--- config.mk ---
export PLATFORM = sky130hd
export DESIGN_NAME = note_sequencer
export DESIGN_NICKNAME = d
export VERILOG_FILES = /design/src/rtl/music_pkg.sv /design/src/rtl/note_timer.sv /design/src/rtl/note_sequencer.sv
export SDC_FILE = /design/constraint.sdc
export NUM_CORES = 1
export LEC_CHECK = 0
export BUFFER_PORTS_ARGS = -buffer_cell sky130_fd_sc_hd__buf_4
export CAP_MARGIN = 15
export CORE_MARGIN = 2
export CORE_UTILIZATION = 55
export DETAILED_ROUTE_END_ITERATION = 10
export HOLD_SLACK_MARGIN = 0.1
export PLACE_DENSITY = 0.86
export SYNTH_ARGS = -nofsm -noshare
export SYNTH_HDL_FRONTEND = slang
export SYNTH_SLANG_ARGS = --single-unit
--- constraint.sdc ---
create_clock -name clk -period 5.4 [get_ports clk]
set_clock_uncertainty 0.05 [all_clocks]
set_input_delay 0.27 -clock clk [delete_from_list [all_inputs] [get_ports clk]]
set_output_delay 0.27 -clock clk [all_outputs]
set_load 0.03 [all_outputs]
--- src/rtl/music_pkg.sv ---
// Shared definitions for the song sequencer: ROM entry layout, special codes and FSM states.
package music_pkg;

   localparam logic [7:0] END_CODE  = 8'hFF;
   localparam logic [5:0] REST_CODE = 6'd0;

   localparam int unsigned NOTE_LSB = 0;
   localparam int unsigned NOTE_MSB = 5;
   localparam int unsigned LEN_LSB  = 6;
   localparam int unsigned LEN_MSB  = 7;

   typedef enum logic [2:0] {
      StIdle,
      StFetch,
      StLatch,
      StPlay,
      StGap,
      StHalt
   } seq_state_t;

endpackage

--- src/rtl/note_timer.sv ---
// Loadable 32-bit down-counter timing both the sounding part and the trailing gap of a note.
module note_timer (
   input  logic        clk,
   input  logic        rst,
   input  logic        i_clear,
   input  logic        i_load,
   input  logic [31:0] i_load_val,
   input  logic        i_dec,
   output logic        o_zero
);

   logic [31:0] r_count;

   always_ff @(posedge clk or posedge rst) begin
      if (rst) begin
         r_count <= '0;
      end else if (i_clear) begin
         r_count <= '0;
      end else if (i_load) begin
         r_count <= i_load_val;
      end else if (i_dec && (r_count != '0)) begin
         r_count <= r_count - 32'd1;
      end
   end

   assign o_zero = (r_count == '0);

endmodule

--- src/rtl/note_sequencer.sv ---
// Walks a registered song ROM, holding each note for (L+1) beats with a trailing articulation gap.
module note_sequencer
   import music_pkg::*;
#(
   parameter int unsigned BEAT_CYCLES = 8388608,
   parameter int unsigned GAP_CYCLES  = 262144,
   parameter int unsigned ADDR_W      = 8
) (
   input  logic              clk,
   input  logic              rst,
   input  logic              play,
   input  logic              rewind,
   output logic [ADDR_W-1:0] rom_addr,
   input  logic [7:0]        rom_data,
   output logic [7:0]        note,
   output logic              note_strobe,
   output logic              playing,
   output logic              song_end
);

   seq_state_t        r_state, w_state;
   logic [ADDR_W-1:0] r_addr, w_addr;
   logic [7:0]        r_note, w_note;
   logic              r_strobe, w_strobe;
   logic              r_song_end, w_song_end;
   logic              r_playing, w_playing;

   logic        w_clear, w_load, w_dec, w_zero, w_running;
   logic [31:0] w_load_val, w_play_load;
   logic [1:0]  w_len;

   assign w_len = rom_data[LEN_MSB:LEN_LSB];
   // Sounding portion excludes the gap; the -1 accounts for the terminal zero cycle.
   assign w_play_load = ({30'd0, w_len} + 32'd1) * 32'(BEAT_CYCLES)
                        - 32'(GAP_CYCLES) - 32'd1;

   assign w_running = (r_state == StFetch) || (r_state == StLatch) ||
                      (r_state == StPlay)  || (r_state == StGap);

   note_timer u_timer (
      .clk        (clk),
      .rst        (rst),
      .i_clear    (w_clear),
      .i_load     (w_load),
      .i_load_val (w_load_val),
      .i_dec      (w_dec),
      .o_zero     (w_zero)
   );

   always_comb begin
      w_state    = r_state;
      w_addr     = r_addr;
      w_note     = r_note;
      w_strobe   = 1'b0;
      w_song_end = 1'b0;
      w_clear    = 1'b0;
      w_load     = 1'b0;
      w_load_val = w_play_load;
      w_dec      = 1'b0;

      if (rewind) begin
         w_addr  = '0;
         w_clear = 1'b1;
         w_note  = {2'b00, REST_CODE};
         w_state = play ? StFetch : StIdle;
      end else if (w_running && !play) begin
         w_state = StIdle;
         w_clear = 1'b1;
         w_note  = {2'b00, REST_CODE};
      end else begin
         unique case (r_state)
            StIdle: begin
               w_note = {2'b00, REST_CODE};
               if (play) w_state = StFetch;
            end
            StFetch: w_state = StLatch;
            StLatch: begin
               if (rom_data == END_CODE) begin
                  w_song_end = 1'b1;
                  w_addr     = '0;
                  w_state    = (r_addr == '0) ? StHalt : StFetch;
               end else begin
                  w_note   = {2'b00, rom_data[NOTE_MSB:NOTE_LSB]};
                  w_strobe = 1'b1;
                  w_load   = 1'b1;
                  w_state  = StPlay;
               end
            end
            StPlay: begin
               if (!w_zero) begin
                  w_dec = 1'b1;
               end else if (GAP_CYCLES == 0) begin
                  w_addr  = r_addr + 1'b1;
                  w_state = StFetch;
               end else begin
                  w_note     = {2'b00, REST_CODE};
                  w_load     = 1'b1;
                  w_load_val = 32'(GAP_CYCLES) - 32'd1;
                  w_state    = StGap;
               end
            end
            StGap: begin
               if (!w_zero) begin
                  w_dec = 1'b1;
               end else begin
                  w_addr  = r_addr + 1'b1;
                  w_state = StFetch;
               end
            end
            StHalt: begin
               w_note = {2'b00, REST_CODE};
               if (!play) w_state = StIdle;
            end
            default: w_state = StIdle;
         endcase
      end

      w_playing = (w_state == StFetch) || (w_state == StLatch) ||
                  (w_state == StPlay)  || (w_state == StGap);
   end

   always_ff @(posedge clk or posedge rst) begin
      if (rst) begin
         r_state    <= StIdle;
         r_addr     <= '0;
         r_note     <= '0;
         r_strobe   <= 1'b0;
         r_song_end <= 1'b0;
         r_playing  <= 1'b0;
      end else begin
         r_state    <= w_state;
         r_addr     <= w_addr;
         r_note     <= w_note;
         r_strobe   <= w_strobe;
         r_song_end <= w_song_end;
         r_playing  <= w_playing;
      end
   end

   assign rom_addr    = r_addr;
   assign note        = r_note;
   assign note_strobe = r_strobe;
   assign playing     = r_playing;
   assign song_end    = r_song_end;

endmodule

==> metrics.md, run 1 <==
| Metric | Value |
|---|---|
| Multi-input gate area | 0.00187 mm² |
| Syn avg cell area | 9.03 µm² |
| Clock sinks | 52 |
| Iter 0 DRT Violations | 235 |
| Area Growth Syn to Fin | 10.2% |
| CTS max path bufs | 2 |
| Count leader, synth | dfrtp_1 |
| Period utilization | 69.7% |
| Cell area power density | 381 mW/mm² |
| Worst vdd ir | 0.324 mV |
| Inserted Clock Buffers | 5 |
| Root buffer cell | clkbuf_8 |
| Routed Antenna Nets | 0 |
| Critical path class | reg -> reg |
| Post-synth top cells | dfrtp_1, nand2_1, a21oi_1, nor2_1, nor3_1 |
| Hold buffers post-CTS | 0 |
| Resized cells post-CTS | 0 |
| Gate Count Post-Synth | 371 |
| Total power | 1.41 mW |
| P_leak | 1.69 nW |
| Initial antenna violation count | 0 |
| Max frequency | 0.266 GHz |
| Clock Latency Late Sink | 0.31 ns |
| Min Tclk post-route | 3.77 ns |
| Max Fanout on Critical Path | 25 |
| Die ar. | 0.00673 mm² |
| Seq/Total Area, Yosys | 38.8% |
| IO Count | 31 |
| Die height | 82.1 µm |
| Drt via density | 6.57 |
| Yosys warns | 0 |
| Synth area leaders | dfrtp_1, a21oi_1, o22a_1 |
| Worst r2r src | u_timer.r_count[15]$_DFFE_PP0P_ |
| Vias after detailed routing | 3090 |
| #FFs+latches synth | 52 |
| Data required time of the worst path | 5.55 ns |
| Crit end category | flop |
| Starting Density | 56.6% |
| Worst Path Arrival | 3.92 ns |
| Post-synth EDFFs | 0 |
| Setup-failing EPs final | 0 |
| Rows | 28 |
| Synth cell types | 62 |
| R2r worst-path depth | 7 |
| I/O Buffers | 28 |
| Reg2reg setup slack | 1.63 ns |
| Core area | 0.00592 mm² |
| Synth area leader | dfrtp_1 |
| Worst slew margin | 27.0% |
| Gr ovfl total | 0 |
| Vias in the first global route | 2831 |
| First-pass GRT wire length | 13200 µm |
| Placer congestion estimate | 0.896 |
| Slew Limit Fails | 0 |
| Hold violation count in the final report | 0 |
| DRC violations left | 0 |
| Primary FF master, synth | dfrtp_1 |
| Register area | 0.00130 mm² |
| Final WL | 8030 µm |
| # Max-Cap Violations | 0 |
| Place WS | 1.69 ns |
| Worst R2R End | u_timer.r_count[6]$_DFFE_PP0P_ |
| Setup TNS | 0 ns |
| Diodes inserted | 0 |
| Filler instances | 519 |
| Die Wd | 82.1 µm |
| Post-CTS Setup Repair Bufs | 0 |
| Setup ws final | 1.63 ns |
| GRT Total Usage | 24.9% |
| Least-Margin Pin Slew | 1.10 ns |
| Hold Crit Class | in -> async |
| Share of layout cells above drive strength 1 | 14.4% |
| Yosys top cell area share | 38.8% |
| CTS clk-pin slew, worst paths | 0.09 ns |
| Netlist Area Pre-Place | 0.00335 mm² |
| Number of H-tree levels | 2 |
| Router iterations before antenna repair | 6 |
| Final #Nets | 414 |
| Routed len/inst | 17.1 µm |
| Worst Setup SP | u_timer.r_count[15]$_DFFE_PP0P_ |
| CP endpoint | u_timer.r_count[6]$_DFFE_PP0P_ |
| Largest net degree at the start of global routing | 53 |
| Outcome | completed |
| RSZ-0062 raised after global routing | no |
| Worst Setup Start Kind | flop |
| CTS tree | done |
| Post-synth ARST share | 100% |
| DP HPWL | 5620 µm |
## area by class of cell
class / instances / share of cell area (%)
clock buffers: 6 / 1.96
clock inverters: 2 / 0.949
inverters: 19 / 1.93
multi-input cells: 283 / 50.7
flip-flops and latches: 52 / 35.2
well taps: 75 / 2.54
repair buffers: 33 / 6.71
## how the worst min path moves through the flow
stage | endpoint | slack (ns)
2_1_floorplan | note[0]$_DFFE_PP0P_ | 0.36
3_3_place_gp | u_timer.r_count[23]$_DFFE_PP0P_ | 0.43
3_5_place_dp | note[2]$_DFFE_PP0P_ | 0.44
4_1_cts | u_timer.r_count[4]$_DFFE_PP0P_ | 0.12
5_1_grt | note[0]$_DFFE_PP0P_ | 0.15
6_report | u_timer.r_count[4]$_DFFE_PP0P_ | 0.09
## state kept, by name (all words and copies together) (netlist names)
| signal | flops |
|---|---|
| note | 6 |
| note_strobe | 1 |
| playing | 1 |
| r_state | 3 |
| rom_addr | 8 |
| song_end | 1 |
| u_timer.r_count | 32 |
## layer usage
metal / global-route usage, % / routed length, µm / share of wire, %
met5: 0 / 0 / 0
met4: 9.33 / 201 / 2.5
met3: 4.29 / 491 / 6.1
met2: 40.3 / 3920 / 49
met1: 33.3 / 3420 / 43
## logic make-up after synthesis
family                   after synthesis  share of synthesized area (%)
AO/OA/AOI/OAI                        121                           26.9
XOR/XNOR                               9                           2.35
adder cells (fa/ha/maj)                8                           2.99
buffers and inverters                 37                           5.45
flip-flops                            52                           38.8
other                                  1                          0.112
AND/OR/NAND/NOR                      143                           23.4
## critical path: stages (launching register included)
cell and delay (ns):
dfrtp_1 0.45, or4_4 0.57, or4_1 0.70, or3_4 0.47, a211oi_4 0.74, buf_4 0.39
a21oi_1 0.07, o22a_1 0.23
## through the flow
| step | util [%] | cells | cell area (µm²) | hold slack (ns) |
|---|---|---|---|---|
| CTS | 62.4 | 470 | 3690 | 0.117 |
| detailed placement | 60.6 | 462 | 3590 | 0.439 |
| global route | 62.4 | 470 | 3690 | 0.150 |
| global placement | 60.6 | 462 | 3590 | 0.433 |
| floorplan | - | 372 | 3360 | 0.360 |
| finish | 62.4 | 470 | 3690 | 0.0907 |
## power by group
group | internal (mW) | switching (mW)
clock network | 0.138 | 0.126
logic | 0.235 | 0.380
registers | 0.449 | 0.0808
## cell usage in the layout (no fill, tap or decap), types with 5 or more instances in the layout
cell,n
a211oi_1,5
a21oi_1,27
a22o_1,11
a311oi_1,7
a31oi_1,7
buf_4,33
clkbuf_8,5
dfrtp_1,52
ha_1,8
inv_1,17
nand2_1,28
nand3_1,9
nand4_1,6
nor2_1,27
nor3_1,19
o21ai_0,11
o22a_1,14
or3_1,10
xor2_1,5
Note: power is estimated with default switching activity, not from simulation.
==> run 2, diff against run 1 <==
--- a/config.mk
+++ b/config.mk
@@ -8,10 +8,10 @@
 export BUFFER_PORTS_ARGS = -buffer_cell sky130_fd_sc_hd__buf_4
 export CAP_MARGIN = 15
 export CORE_MARGIN = 2
-export CORE_UTILIZATION = 55
+export CORE_UTILIZATION = 54
 export DETAILED_ROUTE_END_ITERATION = 10
 export HOLD_SLACK_MARGIN = 0.1
-export PLACE_DENSITY = 0.86
+export PLACE_DENSITY = 0.87
 export SYNTH_ARGS = -nofsm -noshare
 export SYNTH_HDL_FRONTEND = slang
 export SYNTH_SLANG_ARGS = --single-unit
==> constraint.sdc (replaced) <==
create_clock -name clk -period 3.1 [get_ports clk]
set_clock_uncertainty 0.05 [all_clocks]
set_input_delay 0.155 -clock clk [delete_from_list [all_inputs] [get_ports clk]]
set_output_delay 0.155 -clock clk [all_outputs]
set_load 0.03 [all_outputs]
==> run 2 against run 1 <==
Compared with the run above:
- core utilization up 3.7 points
- worst setup slack worse by 1.5 ns
- sequential share of layout area down 2.2 points
- die area up 1.8%
- cell count up 5.7%
- critical path depth unchanged
- critical path type unchanged
- largest power group unchanged
- highest routed layer unchanged
==> metrics.md, run 2 (same netlist as run 1, synthesis figures left out) <==
| Metric | Value |
|---|---|
| Combinational share of power | 48.6% |
| First-pass GRT wire length | 14200 µm |
| GR peak layer | met2 |
| Hold Startpoint | play |
| Routed len/inst | 18.3 µm |
| Max incr delay on CP | 0.55 ns |
| Hold path endpoint | rom_addr[4]$_DFFE_PP0P_ |
| CTS tree | done |
| P_int | 1.51 mW |
| Clock share of power | 16.4% |
| Sequential Power Share | 35.0% |
| Data required time of the worst path | 3.30 ns |
| Die height | 82.8 µm |
| Worst hold slack | 0.167 ns |
| Root buffer cell | clkbuf_8 |
| Worst vdd ir | 0.425 mV |
| Setup-failing EPs final | 0 |
| Sw Ratio | 41.9% |
| Vias after detailed routing | 3296 |
| Worst slew margin | 47.8% |
| Slew Limit Fails | 0 |
| IO Count | 31 |
| Most frequent cells in the layout | dfrtp_1, buf_4, nand2_1 |
| Core area | 0.00596 mm² |
| Drt via density | 6.63 |
| Min-Delay Path Depth | 3 |
| # Max-Cap Violations | 0 |
| Starting Density | 56.3% |
| I/O Buffers | 28 |
| Most common cell after layout, fill and taps aside | dfrtp_1 |
| Hold violation count in the final report | 0 |
| GRT Total Usage | 27.4% |
| Max reg flops | 32 |
| Reg with most FFs | u_timer.r_count |
| M2 GR Usage | 44.7% |
| Psw | 1.09 mW |
| DP HPWL | 6310 µm |
| Crit end category | flop |
| P_leak | 1.82 nW |
| Share of layout cells above drive strength 1 | 18.5% |
| Initial antenna violation count | 0 |
| Worst-path cell chain | or4_4 > or4_1 > or3_4 > o31a_1 > buf_12 > a21oi_1 > o22a_1 |
| Worst Setup Start Kind | flop |
| Final Non-Filler Cells | 497 |
| Setup ws final | 0.103 ns |
| Iter 0 DRT Violations | 259 |
| Routed Antenna Nets | 0 |
| CTS max path bufs | 2 |
| Max frequency | 0.334 GHz |
| DRC violations left | 0 |
| Filler instances | 483 |
| Largest net degree at the start of global routing | 35 |
| Gr ovfl total | 0 |
| Router iterations before antenna repair | 7 |
| CTS clk-pin slew, worst paths | 0.10 ns |
| Number of cells after detailed placement | 482 |
| Clock Latency Late Sink | 0.32 ns |
| Clock sinks | 52 |
| Period utilization | 96.7% |
| Setup TNS | 0 ns |
| Vias in the first global route | 2940 |
| Max Fanout on Critical Path | 18 |
| Final WL | 9090 µm |
| Diodes inserted | 0 |
| Place WS | 0.0872 ns |
| Die ar. | 0.00685 mm² |
| Placer congestion estimate | 0.935 |
| Total power | 2.60 mW |
| Die Wd | 82.8 µm |
| Area Growth Syn to Fin | 17.5% |
| Rows | 28 |
| Number of H-tree levels | 2 |
| Outcome | completed |
| Critical path class | reg -> reg |
| Min Tclk post-route | 3.00 ns |
| R2r worst-path depth | 7 |
| Hold Crit Class | in -> reg |
| CP max stage cell | or4_4 |
| Worst R2R End | u_timer.r_count[2]$_DFFE_PP0P_ |
| Inserted Clock Buffers | 5 |
| Worst Path Arrival | 3.20 ns |
| Least-Margin Pin Slew | 0.783 ns |
| Cell area power density | 659 mW/mm² |
| Met1 Track Usage GR | 36.0% |
| Reg2reg setup slack | 0.10 ns |
| Final #Nets | 442 |
| Worst r2r src | u_timer.r_count[16]$_DFFE_PP0P_ |
| Met3 GRT Util | 4.33% |
==> run 2: changes by cell type in the layout (fill, tap and decap cells not counted), sizes merged <==
cell / delta
bufinv: -1
clkbuf: +1
buf: +20
dlygate4sd3: +8
clkinv: -1
==> run 2: area by class of cell <==
type / instances / area (µm²) / area share (%)
sequential: 52 / 1300 / 33.0
tap: 75 / 93.8 / 2.38
inverter: 19 / 71.3 / 1.81
multi-input combinational: 283 / 1880 / 47.7
clock buffer: 7 / 96.3 / 2.45
timing repair buffer: 61 / 498 / 12.6
==> run 2: power groups by stage <==
stage,sequential [mW],combinational [mW],clock [mW]
5_1_grt,0.925,1.36,0.453
3_3_place_gp,0.910,1.16,0
4_1_cts,0.903,1.23,0.429
2_1_floorplan,0.897,0.858,0
3_5_place_dp,0.915,1.21,0
6_report,0.907,1.26,0.426
==> run 2: worst max path at each step <==
stage                                          from                              end  cells after the start
global route        u_timer.r_count[16]$_DFFE_PP0P_  u_timer.r_count[30]$_DFFE_PP0P_                      7
floorplan           u_timer.r_count[15]$_DFFE_PP0P_  u_timer.r_count[23]$_DFFE_PP0P_                      8
finish              u_timer.r_count[16]$_DFFE_PP0P_   u_timer.r_count[2]$_DFFE_PP0P_                      7
CTS                 u_timer.r_count[16]$_DFFE_PP0P_   u_timer.r_count[2]$_DFFE_PP0P_                      7
global placement    u_timer.r_count[16]$_DFFE_PP0P_  u_timer.r_count[15]$_DFFE_PP0P_                      7
detailed placement  u_timer.r_count[16]$_DFFE_PP0P_   u_timer.r_count[2]$_DFFE_PP0P_                      7
==> run 2: stage by stage <==
| stage | instance area [µm²] | util (%) |
|---|---|---|
| floorplan | 3360 | - |
| global placement | 3750 | 62.9 |
| detailed placement | 3750 | 62.9 |
| CTS | 3930 | 65.9 |
| global route | 3940 | 66.1 |
| finish | 3940 | 66.1 |
==> run 2: critical path: cells and delay by family (launching register included) <==
family / cells / cell delay (ns)
AND/OR/NAND/NOR: 3 / 1.53
flip-flops: 1 / 0.43
AO/OA/AOI/OAI: 3 / 0.72
buffers and inverters: 1 / 0.21
==> run 2: metal layers <==
metal  vias up  wire length [µm]
li1       1510                 -
met4         0               254
met5         -                 0
met2       160              4460
met3        36               582
met1      1590              3790
==> run 2: timing repair <==
action                                  in CTS  in global routing
hold endpoints to repair                    44                  0
gates resized for setup                      0                  4
endpoints found under the setup margin       0                 15
buffers inserted                             0                  0
hold buffers                                 8                  0
